File: src/rtl/reaction_timer_core.sv
// reaction_timer_core
//   Starting-lights / reaction-timer engine on a single system clock.
//   A free-running prescaler produces a 1 ms tick. On start the lights fill
//   one by one every LIGHT_MS ticks. Once all are lit, a random hold of
//   (LFSR value * HOLD_UNIT_MS) ticks follows, then the lights go out and the
//   reaction counter runs until stop. The block also flags false starts
//   (stop before lights out) and timeouts (counter saturates), and it tracks
//   the best valid reaction time.
//
// Ports
//   clk          system clock
//   rst          asynchronous active-high reset
//   start        start request pulse (ignored while a run is in progress)
//   stop         driver reaction pulse
//   clear_best   force best_ms to all-ones
//   lights       start lights, bit0 lights first
//   reaction_ms  last reaction time (all-ones after a timeout)
//   best_ms      best valid reaction time
//   result_valid reaction_ms holds a fresh valid result
//   false_start  stop arrived before lights out
//   timeout      counter saturated without a stop
//   busy         run in progress (LIGHTS, HOLD, TIMING)
module reaction_timer_core #(
    parameter int CLK_PER_MS   = 50000,
    parameter int N_LIGHTS     = 10,
    parameter int LIGHT_MS     = 500,
    parameter int DELAY_BITS   = 5,
    parameter int TAP_1        = 5,
    parameter int TAP_2        = 3,
    parameter int HOLD_UNIT_MS = 100,
    parameter int COUNT_BITS   = 16
) (
    input  logic                  clk,
    input  logic                  rst,
    input  logic                  start,
    input  logic                  stop,
    input  logic                  clear_best,
    output logic [N_LIGHTS-1:0]   lights,
    output logic [COUNT_BITS-1:0] reaction_ms,
    output logic [COUNT_BITS-1:0] best_ms,
    output logic                  result_valid,
    output logic                  false_start,
    output logic                  timeout,
    output logic                  busy
);

    localparam int PRESC_W = (CLK_PER_MS > 1) ? $clog2(CLK_PER_MS) : 1;
    localparam int STEP_W  = $clog2(LIGHT_MS + 1);
    // Wide enough for (2^DELAY_BITS-1) * HOLD_UNIT_MS.
    localparam int HOLD_W  = DELAY_BITS + $clog2(HOLD_UNIT_MS + 1);

    typedef enum logic [2:0] {
        S_IDLE   = 3'd0,
        S_LIGHTS = 3'd1,
        S_HOLD   = 3'd2,
        S_TIMING = 3'd3,
        S_DONE   = 3'd4,
        S_FALSE  = 3'd5
    } state_t;

    state_t                 state_q, state_d;
    logic [PRESC_W-1:0]     presc_q;
    logic [DELAY_BITS-1:0]  lfsr_q;
    logic [STEP_W-1:0]      step_q, step_d;
    logic [HOLD_W-1:0]      hold_q, hold_d;
    logic [COUNT_BITS-1:0]  cnt_q, cnt_d;
    logic [N_LIGHTS-1:0]    lights_q, lights_d;
    logic [COUNT_BITS-1:0]  reaction_q, reaction_d;
    logic [COUNT_BITS-1:0]  best_q, best_d;
    logic                   valid_q, valid_d;
    logic                   fs_q, fs_d;
    logic                   to_q, to_d;
    logic                   busy_q, busy_d;

    logic                   tick_s;
    logic                   lfsr_fb_s;
    logic [N_LIGHTS-1:0]    lights_sh_s;

    assign tick_s      = (presc_q == PRESC_W'(CLK_PER_MS - 1));
    assign lfsr_fb_s   = lfsr_q[TAP_1-1] ^ lfsr_q[TAP_2-1];
    assign lights_sh_s = {lights_q[N_LIGHTS-2:0], 1'b1};

    // Free-running ms prescaler; never restarted by start.
    always_ff @(posedge clk or posedge rst) begin
        if (rst) begin
            presc_q <= '0;
        end else if (tick_s) begin
            presc_q <= '0;
        end else begin
            presc_q <= presc_q + 1'b1;
        end
    end

    // LFSR advancing every cycle; the nonzero seed keeps it off the all-zero lockup state.
    always_ff @(posedge clk or posedge rst) begin
        if (rst) begin
            lfsr_q <= DELAY_BITS'(1);
        end else begin
            lfsr_q <= {lfsr_q[DELAY_BITS-2:0], lfsr_fb_s};
        end
    end

    // State, counters and registered outputs.
    always_ff @(posedge clk or posedge rst) begin
        if (rst) begin
            state_q    <= S_IDLE;
            step_q     <= '0;
            hold_q     <= '0;
            cnt_q      <= '0;
            lights_q   <= '0;
            reaction_q <= '0;
            best_q     <= '1;
            valid_q    <= 1'b0;
            fs_q       <= 1'b0;
            to_q       <= 1'b0;
            busy_q     <= 1'b0;
        end else begin
            state_q    <= state_d;
            step_q     <= step_d;
            hold_q     <= hold_d;
            cnt_q      <= cnt_d;
            lights_q   <= lights_d;
            reaction_q <= reaction_d;
            best_q     <= best_d;
            valid_q    <= valid_d;
            fs_q       <= fs_d;
            to_q       <= to_d;
            busy_q     <= busy_d;
        end
    end

    // Next-state and next-output logic.
    always_comb begin
        state_d    = state_q;
        step_d     = step_q;
        hold_d     = hold_q;
        cnt_d      = cnt_q;
        lights_d   = lights_q;
        reaction_d = reaction_q;
        best_d     = best_q;
        valid_d    = valid_q;
        fs_d       = fs_q;
        to_d       = to_q;

        // A valid stop below overrides this clear with the new result.
        if (clear_best) begin
            best_d = '1;
        end else begin
            best_d = best_q;
        end

        case (state_q)
            S_IDLE, S_DONE, S_FALSE: begin
                if (start) begin
                    state_d  = S_LIGHTS;
                    lights_d = '0;
                    step_d   = '0;
                    valid_d  = 1'b0;
                    fs_d     = 1'b0;
                    to_d     = 1'b0;
                end else begin
                    state_d = state_q;
                end
            end
            S_LIGHTS: begin
                if (stop) begin
                    state_d  = S_FALSE;
                    fs_d     = 1'b1;
                    lights_d = '0;
                end else if (tick_s) begin
                    if (step_q == STEP_W'(LIGHT_MS - 1)) begin
                        step_d   = '0;
                        lights_d = lights_sh_s;
                        if (&lights_sh_s) begin
                            hold_d  = HOLD_W'(lfsr_q) * HOLD_W'(HOLD_UNIT_MS);
                            state_d = S_HOLD;
                        end else begin
                            state_d = S_LIGHTS;
                        end
                    end else begin
                        step_d = step_q + 1'b1;
                    end
                end else begin
                    state_d = S_LIGHTS;
                end
            end
            S_HOLD: begin
                if (stop) begin
                    state_d  = S_FALSE;
                    fs_d     = 1'b1;
                    lights_d = '0;
                end else if (tick_s) begin
                    // Hold is at least 1 since the LFSR never holds 0.
                    if (hold_q <= HOLD_W'(1)) begin
                        hold_d   = '0;
                        lights_d = '0;
                        cnt_d    = '0;
                        state_d  = S_TIMING;
                    end else begin
                        hold_d = hold_q - 1'b1;
                    end
                end else begin
                    state_d = S_HOLD;
                end
            end
            S_TIMING: begin
                // stop has priority over a coincident tick: latch the pre-increment count.
                if (stop) begin
                    reaction_d = cnt_q;
                    valid_d    = 1'b1;
                    state_d    = S_DONE;
                    if (clear_best || (cnt_q < best_q)) begin
                        best_d = cnt_q;
                    end else begin
                        best_d = best_q;
                    end
                end else if (tick_s) begin
                    if (&cnt_q) begin
                        reaction_d = '1;
                        to_d       = 1'b1;
                        valid_d    = 1'b0;
                        state_d    = S_DONE;
                    end else begin
                        cnt_d = cnt_q + 1'b1;
                    end
                end else begin
                    state_d = S_TIMING;
                end
            end
            default: begin
                state_d = S_IDLE;
            end
        endcase

        busy_d = (state_d == S_LIGHTS) || (state_d == S_HOLD) || (state_d == S_TIMING);
    end

    assign lights       = lights_q;
    assign reaction_ms  = reaction_q;
    assign best_ms      = best_q;
    assign result_valid = valid_q;
    assign false_start  = fs_q;
    assign timeout      = to_q;
    assign busy         = busy_q;

endmodule
File: config.mk
export PLATFORM = sky130hd
export DESIGN_NAME = reaction_timer_core
export DESIGN_NICKNAME = d
export VERILOG_FILES = /design/src/rtl/reaction_timer_core.sv
export SDC_FILE = /design/constraint.sdc
export NUM_CORES = 1
export LEC_CHECK = 0
export CORE_MARGIN = 1.5
export CORE_UTILIZATION = 35
export DETAILED_ROUTE_END_ITERATION = 10
export PLACE_DENSITY_LB_ADDON = 0.2
export SLEW_MARGIN = 30
export SYNTH_ARGS = -nofsm -noshare
export SYNTH_HDL_FRONTEND = slang
export SYNTH_SLANG_ARGS = --single-unit
File: constraint.sdc
create_clock -name clk -period 4 [get_ports clk]
set_input_delay 0.4 -clock clk [delete_from_list [all_inputs] [get_ports clk]]
set_output_delay 0.4 -clock clk [all_outputs]
set_load 0.05 [all_outputs]
### After elaboration in Yosys (flattened, before gate mapping)

Index checks and enable logic that the tools add are counted.

* bits of input ports: 5
* register bits after elaboration: 107

* add/sub/neg operators: 4
* reduce and logical (&&, ||, !) cells: 24
* mux-type cells: 59
* bitwise operators: 1
* order comparisons: 2
* multipliers: 1
* equality and inequality tests: 30

Operators with widths (count)
* 2-to-1 mux 16 bit: 14
* 2-to-1 mux 12 bit: 7
* 2-to-1 mux 10 bit: 7
* 2-to-1 mux 9 bit: 4
* adder 16 x 1 -> 16 bit (second input constant): 2
* case mux 16 bit (2 select lines): 1
* 2-to-1 mux 3 bit: 10
* case mux 10 bit (3 select lines): 1
* != test 2 bit (second input constant): 12
* case mux 12 bit (2 select lines): 1
* != test 3 bit (second input constant): 7
* case mux 9 bit (2 select lines): 1
* equality test 16 bit (second input constant): 1
* < comparator 16 bit: 1
* AND reduction 16 bit: 1
* AND reduction 7 bit: 2
* nonzero test 2 bit: 7
* equality test 3 x 2 -> 1 bit (second input constant): 4
* <= comparator 12 x 1 -> 1 bit (second input constant): 1
* case mux 3 bit (4 select lines): 1
* subtractor 12 x 1 -> 12 bit (second input constant): 1
* multiplier 5 x 5 -> 10 bit (second input constant): 1
* adder 9 x 1 -> 9 bit (second input constant): 1
* equality test 9 bit (second input constant): 1
* 17 further kinds: 32

### Longest topological paths before layout

Gate-level depths: netlist of run 1.

* depth after elaboration: 9
* gate-level depth with buffers: 11

### Least setup slack after synthesis of run 1

OpenSTA, ideal clock, no wires.

* path kind: flip-flop to flip-flop
* start: register lfsr_q[3]
* end: register hold_q[10]
* slack: 1.596 ns
* path buffers: 0
* stages on the path, launching flop included: 11
* library setup time: 0.121 ns
* arrival time: 2.283 ns
* data required time: 3.879 ns
* period minus slack after synthesis: 2.404 ns
* cell sequence: dfrtp_1 > inv_1 > ha_1 > inv_1 > ha_1 > ha_1 > ha_1 > a31oi_1 > xor2_1 > o22ai_1 > a22o_1

* word-level cells in the longest chain between the ends: 6

Ends and longest elaborated chain
* start, declared: line 63 `logic [DELAY_BITS-1:0] lfsr_q;`
* start signal, assigned: line 99 `lfsr_q <= {lfsr_q[DELAY_BITS-2:0], lfsr_fb_s};`
* multiplier 5 x 5 -> 10 bit: line 175 `hold_d = HOLD_W'(lfsr_q) * HOLD_W'(HOLD_UNIT_MS);`
* 2-to-1 mux 12 bit: line 174 `if (&lights_sh_s) begin`
* 2-to-1 mux 12 bit: line 171 `if (step_q == STEP_W'(LIGHT_MS - 1)) begin`
* 2-to-1 mux 12 bit: line 170 `end else if (tick_s) begin`
* 2-to-1 mux 12 bit: line 166 `if (stop) begin`
* case mux 12 bit (2 select lines): line 152 `case (state_q)`
* end signal, assigned: line 120 `hold_q <= hold_d;`
* end, declared: line 65 `logic [HOLD_W-1:0] hold_q, hold_d;`

No other way between the ends. The select of a mux whose other input is x is not followed.
A chain may end at the register's enable or synchronous reset.

### Worst setup path after layout of run 1

* start: register presc_q[0]
* end: register hold_q[4]

* word-level cells in the longest chain between the ends: 3
* elaborated cells between the ends (all ways): 4
* those cells by class: 3 x eq/ne; 1 x reduce/logical

Ends and longest elaborated chain
* start, declared: line 62 `logic [PRESC_W-1:0] presc_q;`
* start signal, assigned: line 90 `presc_q <= presc_q + 1'b1;`
* equality test 16 bit *: line 79 `assign tick_s = (presc_q == PRESC_W'(CLK_PER_MS - 1));`
* != test 2 bit (no source line)
* AND reduction 7 bit (no source line) *

Every way passes the cells marked *; elsewhere a longest branch is shown, timed or not.

==> results of run 1 <==
## cells in the mapped netlist (5+ instances only)
| cell | n |
|---|---|
| a21oi_1 | 17 |
| a22o_1 | 10 |
| and3_1 | 9 |
| buf_2 | 5 |
| buf_4 | 8 |
| clkbuf_1 | 8 |
| dfrtp_1 | 90 |
| dfstp_2 | 17 |
| ha_1 | 37 |
| inv_1 | 34 |
| mux2_4 | 5 |
| mux2i_1 | 6 |
| nand2_1 | 60 |
| nand3_1 | 22 |
| nand4_1 | 10 |
| nor2_1 | 36 |
| nor2b_1 | 9 |
| nor3_1 | 14 |
| o21ai_0 | 48 |
| o22a_1 | 32 |
| o31ai_1 | 15 |
| xnor2_1 | 10 |
| xor2_1 | 10 |
## state kept, by name, summed over array words and instances (netlist names), 3 cells and up
register,flops
lfsr_q,5
reaction_ms,16
presc_q,16
lights,10
best_ms,16
state_q,3
cnt_q,16
hold_q,12
step_q,9
## critical path: cells and delay by family (launching register included)
kind / cells / cell delay [ps]
buffers and inverters: 2 / 510
adders and majority gates: 1 / 180
AOI/OAI and AO/OA: 1 / 170
and+or+nand+nor: 5 / 1380
DFF: 1 / 370
## per-stage QoR
stage	hold slack, ps	instances	setup WS [ps]
2_1_floorplan	403	584	811
3_5_place_dp	431	837	1250
3_3_place_gp	429	837	1240
6_report	436	853	1260
5_1_grt	448	853	981
4_1_cts	442	853	1230
## where the power goes
part / total (mW) / internal, mW / switching [mW]
logic: 0.259 / 0.0893 / 0.170
registers: 1.14 / 1.11 / 0.0354
clock network: 0.945 / 0.547 / 0.398
## per-layer routing
layer	share of wire	global-route usage	vias up
li1	-	-	2203
met1	0.48	0.204	2187
met2	0.48	0.257	65
met3	0.025	0.0249	15
met4	0.017	0.0647	0
met5	0	0	-
## kinds of logic (layout without fill, tap and decap cells)
family	Yosys count	in the layout	share of synthesized area
AO/OA/AOI/OAI	150	150	0.178
XOR/XNOR	20	20	0.0298
adder cells (fa/ha/maj)	38	38	0.0823
buffers and inverters	59	108	0.0467
flip-flops	107	107	0.460
multiplexers	11	11	0.0230
AND/OR/NAND/NOR	199	199	0.181
## worst max path at each step
stage                     cells past startpoint       start  slack (ps)         end
after floorplan                               1         rst         810        busy
after global placement                        8  best_ms[2]        1240  best_ms[2]
after detailed placement                      9  presc_q[0]        1250   hold_q[4]
after CTS                                     9  presc_q[0]        1230   hold_q[5]
after global routing                          9  presc_q[0]         980   hold_q[4]
final                                         9  presc_q[0]        1260   hold_q[4]
## final cells by class
cell class              instances  area share
flip-flops and latches        107       0.392
clock buffers                  11      0.0338
clock inverters                 5      0.0113
repair buffers                 58      0.0815
multi-input cells             418       0.422
inverters                      34      0.0189
well taps                     220      0.0400
## cells in the final DEF (no fill, tap or decap), types with 14 or more instances in the layout
cell / instances
o21ai_0: 48
ha_1: 37
nor3_1: 14
o31ai_1: 14
clkdlybuf4s50_1: 50
nand2_1: 60
a21oi_1: 17
nor2_1: 36
dfrtp_1: 90
nand3_1: 22
o22a_1: 32
inv_1: 33
dfstp_2: 17
==> results.yml, run 1 <==
synth:
  ys_types: 64
  synth_warnings: 0
  synth_nets: 627
  syn_area_um2: 5870
  seq_area_frac_synth: 0.460
  synthFlopType: "dfrtp_1"
  synth_edf_count: 0
  synth_top_area_share: 0.384
  syn_area_per_cell_um2: 10.0
  synth-async-reset-ratio: 1.00
  synth_cells: 584
  synth_top_area_cell: "dfrtp_1"
  synth_seq_cells: 107
  synth_area_leaders: "dfrtp_1, ha_1, dfstp_2, o22a_1, o21ai_0"
cts:
  cts_tree: "yes"
  cts_max_level: 3
  cts_buffers: 9
  post_cts_resized: 0
  postCtsHoldBufs: 0
  post-cts-setup-buffers: 0
  clock-root-buffer: "clkbuf_16"
  clockBufferDepth: 2
  cts_sinks: 107
  clock_latency_ps: 360
  clk_pin_slew_ps: 70
detailed_routing:
  routedWlPerCell_um: 15.2
  drt-total-wl_um: 13000
  drc_errors: 0
  postRouteAntennaNets: 0
  dr.pass1.iters: 4
  vias: 4470
  drt_iter0_markers: 209
  viasPerCell: 5.24
timing:
  max_freq_mhz: 365
  drv_slew: 0
  setup_viol: 0
  relSlewSlack: 0.440
  tightest_slew_ps: 834
  min_period_over_period: 0.685
  rsz0062_at_grt: "false"
  period_needed_ps: 2740
  clock_skew_ps: 9.26
  tns_ps: 0
  finalHoldViolations: 0
layout:
  final.fill_count: 1594
  final_cell_area_um2: 6880
  drive_gt1_frac: 0.101
  seqCellArea_um2: 2700
  syn_to_final_growth_pct: 17.2
  nets: 671
  fin_util: 0.418
  multiInputGateArea_um2: 2900
  n_antenna_cell: 0
worst_setup_path:
  crit_required_ps: 4250
  cp-end-kind: "flip-flop"
  crit_chain: "ha_1 > and3_1 > and4_1 > buf_4 > nand2_2 > nor4_4 > buf_4 > nand2_1 > a22o_1"
  cpPeakStageDelay_ps: 770
  path_class: "reg2reg"
  worst-path-max-fanout: 19
  rr_worst_depth: 9
  crit_arrival_ps: 2990
  crit_slowest_cell: "nor4_4"
  r2r_slack_ps: 1260
  cpMostUsedCell: "buf_4"
  r2r_start: "presc_q[0]"
  r2r-end: "hold_q[4]"
  cp-start-kind: "flip-flop"
die:
  pin_count: 51
  core_area_um2: 16500
  floorplan.rows: 47
  start_util: 0.356
  dieArea_um2: 17600
  die_x_um: 132
  fp.dieH_um: 132
pwr:
  fin_total_pwr_mw: 2.35
  vdd_drop_max_uv: 199
  total_leakage_power_nw: 3.09
  p_per_area_nw_per_um2: 341
min_path:
  hold_class: "reg2reg"
  holdPathStages: 0
  holdPathEnd: "lfsr_q[1]"
  hp-start: "lfsr_q[0]"
place:
  place_congestion: 0.772
  dp_hpwl_um: 9150
  placed_area_um2: 6570
  port_buffers: 50
grt:
  grt_overflow: 0
  grt_max_degree: 63
  grt_pass1_wl_um: 22000
  grt_usage: 0.156
  antenna_found_initial: 0
  grt_pass1_vias: 4477
run:
  timing.max_cap.violations: 0
run_status:
  outcome: "completed"
(Power assumes the default switching activity.)
==> run 2, diff against run 1 <==
==> constraint.sdc (replaced) <==
create_clock -name clk -period 2.3 [get_ports clk]
set_input_delay 0.23 -clock clk [delete_from_list [all_inputs] [get_ports clk]]
set_output_delay 0.23 -clock clk [all_outputs]
set_load 0.05 [all_outputs]
==> results.yml, run 2 (synthesis results as in run 1) <==
detailed_routing:
  routedWlPerCell_um: 14.9
  vias: 4785
  postRouteAntennaNets: 0
  drc_errors: 0
  viasPerCell: 5.17
  drt-total-wl_um: 13800
  drt_iter0_markers: 244
  dr.pass1.iters: 4
grt:
  busiest_layer: "met2"
  grt_max_degree: 65
  grt_use_met1: 0.218
  use_met3: 0.0238
  grt.met2_usage: 0.282
  grt_usage: 0.166
  antenna_found_initial: 0
  grt_overflow: 0
  grt_pass1_vias: 4765
  grt_pass1_wl_um: 23600
worst_setup_path:
  crit_slowest_cell: "dfstp_2"
  path_class: "reg2reg"
  worst-path-max-fanout: 2
  crit_chain: "ha_4 > ha_4 > ha_4 > fa_2 > a31oi_4 > xor2_1 > o22ai_1 > a22o_1"
  cp-start-kind: "flip-flop"
  crit_arrival_ps: 2490
  crit_required_ps: 2540
  cpMostUsedCell: "ha_4"
  cpPeakStageDelay_ps: 560
  cp-end-kind: "flip-flop"
cts:
  cts_buffers: 9
  cts_tree: "yes"
  clockBufferDepth: 2
  clk_pin_slew_ps: 70
  cts_max_level: 3
  clock_latency_ps: 360
  cts_sinks: 107
  clock-root-buffer: "clkbuf_16"
layout:
  final.fill_count: 1587
  n_antenna_cell: 0
  layout.cells.most_common: "dfrtp_1"
  drive_gt1_frac: 0.237
  final_cell_area_um2: 7700
  nets: 744
  syn_to_final_growth_pct: 31.2
  fin_util: 0.467
  final_cell_mix: "dfrtp_1, buf_4, nand2_1"
die:
  start_util: 0.356
  core_area_um2: 16500
  floorplan.rows: 47
  dieArea_um2: 17600
  pin_count: 51
  die_x_um: 132
  fp.dieH_um: 132
place:
  dp_slack_ps: -61.1
  dp_hpwl_um: 10200
  placed_area_um2: 7170
  place_congestion: 0.788
  port_buffers: 50
timing:
  period_needed_ps: 2250
  finalHoldViolations: 0
  max_freq_mhz: 444
  finalWorstSetupSlack_ps: 47.2
  tns_ps: 0
  clock_skew_ps: 10.5
  min_period_over_period: 0.979
  drv_slew: 0
  relSlewSlack: 0.582
  tightest_slew_ps: 627
  rsz0062_at_grt: "true"
  setup_viol: 0
run:
  timing.max_cap.violations: 0
pwr:
  total_leakage_power_nw: 3.44
  p_per_area_nw_per_um2: 524
  vdd_drop_max_uv: 334
  fin_total_pwr_mw: 4.03
min_path:
  hold_class: "in2async"
run_status:
  outcome: "completed"
run 2: changes by cell type in the layout (fill, tap and decap cells not counted), moves of 3 or more:
| cell | before | now |
|---|---|---|
| o21ai_1 | 2 | 6 |
| clkbuf_8 | 0 | 3 |
| o21ai_0 | 48 | 43 |
| a21oi_2 | 0 | 4 |
| buf_4 | 8 | 77 |
| ha_1 | 37 | 24 |
| a21oi_1 | 17 | 13 |
| ha_4 | 0 | 11 |
| buf_12 | 0 | 4 |
run 2: report_power, final:
part / internal, mW / switching (mW)
clock: 0.831 / 0.691
combinational: 0.214 / 0.334
sequential: 1.92 / 0.0370
run 2: worst max-delay path: cells and delay by family (launching register included):
family	cells	cell delay [ps]
XOR/XNOR	1	160
AO/OA/AOI/OAI	3	450
flip-flops	1	560
adder cells (fa/ha/maj)	4	960
run 2: repair_timing:
| item | in CTS | in global routing |
|---|---|---|
| pin swaps | 6 | 11 |
| buffers inserted | 1 | 5 |
| gates resized for setup | 5 | 26 |
| endpoints found under the setup margin | 9 | 39 |
| hold buffers | 0 | 0 |
run 2: final timing paths:
check                      cells past startpoint              to  slack, ps  startpoint
max                                            8      hold_q[10]         50   lfsr_q[0]
min                                            2  reaction_ms[3]        130         rst
max reg2reg                                    8      hold_q[10]         50   lfsr_q[0]
min reg2reg                                    0       lfsr_q[2]        450   lfsr_q[1]
max in group asynchronous                      3       lfsr_q[0]       1560         rst
min in group clk                               0       lfsr_q[2]        450   lfsr_q[1]
run 2: final cells by class:
type                       instances  area (µm²)  area share
clock buffer                      14         274      0.0356
clock inverter                     2        17.5     0.00228
inverter                          34         131      0.0171
multi-input combinational        418        3140       0.408
sequential                       107        2700       0.351
tap                              220         275      0.0358
timing repair buffer             131        1160       0.151
run 2: layer usage:
metal  up-vias  routed length [µm]
li1       2345                   -
met1      2346                6440
met2        82                6760
met3        12                 420
met4         0                 199
met5         -                   0
run 2: per-stage QoR:
stage	cells	hold WS [ps]
final	926	131
after floorplan	584	339
after global routing	926	154
after detailed placement	904	472
after global placement	904	463
after CTS	921	124
==> RTL change, RTL diff (settings of run 2) <==
Change the parameter `DELAY_BITS` from 5 to 10.
--- a/src/rtl/reaction_timer_core.sv
+++ b/src/rtl/reaction_timer_core.sv
@@ -24,7 +24,7 @@
     parameter int CLK_PER_MS   = 50000,
     parameter int N_LIGHTS     = 10,
     parameter int LIGHT_MS     = 500,
-    parameter int DELAY_BITS   = 5,
+    parameter int DELAY_BITS   = 10,
     parameter int TAP_1        = 5,
     parameter int TAP_2        = 3,
     parameter int HOLD_UNIT_MS = 100,
Behaviour: same outputs for any inputs over 10 cycles, from zero or initial values and one cycle with rst high; that may be too few to reach the edited logic, so the function may still have changed.
==> RTL change against run 2 <==
Largest power group is now clock. Clock skew grew 0.0015 ns. Sequential cell count grew 10. Critical path type unchanged. Wire length grew 22%. Cell area grew 20%. Worst setup slack lost 0.63 ns. Via count grew 20%. Power grew 32%. The run now ends with setup timing left. Critical path depth grew 4. Area after synthesis grew 13%.
==> RTL change: results (changes against run 2) <==
- Grt met1 use: 22.8% (+1.1 points)
- Met3 usage in global routing: 3.63% (+1.3 points)
- WL met1: 7.57 mm (+17%)
- Hold slack: 0.209 ns (+0.0781 ns)
- Total Routing Usage GR: 17.8% (+1.2 points)
- Setup violations, final: 42 (+42)
- Synth top area cells: dfrtp_1 (38%), ha_1 (10%), dfstp_2 (6.7%)
- Outcome: finished, violations left
- Peak supply drop: 0.000527 V (+58%)
- Yosys cell types: 61 (-4.7%)
- Failing checks: setup timing
- Final Critical Period: 2.88 ns (+0.631 ns)
- R2r endpoint: hold_q[15]
- Routed length per placed instance: 15.7 um (+5.3%)
- Met2 WL: 8.28 mm (+22%)
- GP Congestion: 0.804 (+2.0%)
- Top cells by count, synth: dfrtp_1 (100), o21ai_0 (64), ha_1 (55)
- Clock share of power: 50.8% (+13 points)
- Vias in the first global route: 5847 (+23%)
- Comb. pwr: 462 uW (-16%)
- CTS Buf Count: 17 (+8)
- Critical-path top delay cell: fa_1
- Crit Path Max Fanout: 3 (+1)
- Clock skew: 0.0120 ns (+0.00155 ns)
- P_int: 3.94 mW (+33%)
- H-tree levels: 4 (+1)
- 1st-iter DRT viols: 347 (+42%)
- Final worst slack: -0.584 ns (-0.631 ns)
- Met3 wire length: 727 um (+73%)
- Slew headroom: 62.3% (+4.1 points)
==> RTL change: cell types whose count changed after synthesis, moves of 7 or more <==
| cell | before | now |
|---|---|---|
| a21oi_1 | 17 | 24 |
| nand2_1 | 60 | 32 |
| clkbuf_1 | 8 | 19 |
| dfrtp_1 | 90 | 100 |
| ha_1 | 37 | 55 |
| inv_1 | 34 | 50 |
| o21ai_0 | 48 | 64 |
| nor2_1 | 36 | 51 |
| nand2b_1 | 2 | 14 |
| buf_4 | 8 | 1 |
==> RTL change: what timing repair did <==
action                                  CTS  global route
buffers inserted                          7             9
pin swaps                                23            43
endpoints found under the setup margin   42            81
cloned                                    3             3
gates resized for setup                  29            75
==> RTL change: worst max path at each step <==
stage	from	cells after the start	slack (ns)	end
floorplan	lfsr_q[4]	12	-0.44	hold_q[15]
global placement	lfsr_q[4]	12	-0.50	hold_q[15]
detailed placement	lfsr_q[4]	12	-0.55	hold_q[15]
CTS	lfsr_q[4]	12	-0.58	hold_q[15]
global route	lfsr_q[3]	12	-0.77	hold_q[15]
finish	lfsr_q[2]	12	-0.58	hold_q[15]
==> RTL change: kinds of logic after synthesis <==
| family | share of synthesized area (%) |
|---|---|
| AOI/OAI and AO/OA | 19.8 |
| DFF | 44.4 |
| and+or+nand+nor | 16.2 |
| muxes | 0.320 |
| adders and majority gates | 11.9 |
| buffers and inverters | 4.14 |
| xor gates and xnor gates | 3.29 |
==> RTL change: layout make-up <==
cell class                 count  area share (%)
multi-input combinational    485            41.0
sequential                   117            31.9
timing repair buffer         158            15.3
clock buffer                  18            4.75
tap                          234            3.17
inverter                      50            2.07
clock inverter                14            1.77
==> RTL change: stage by stage <==
stage / cells / util, %
global placement: 1025 / 43.9
finish: 1076 / 49.6
CTS: 1067 / 48.2
global route: 1076 / 49.6
detailed placement: 1025 / 43.9
floorplan: 671 / -
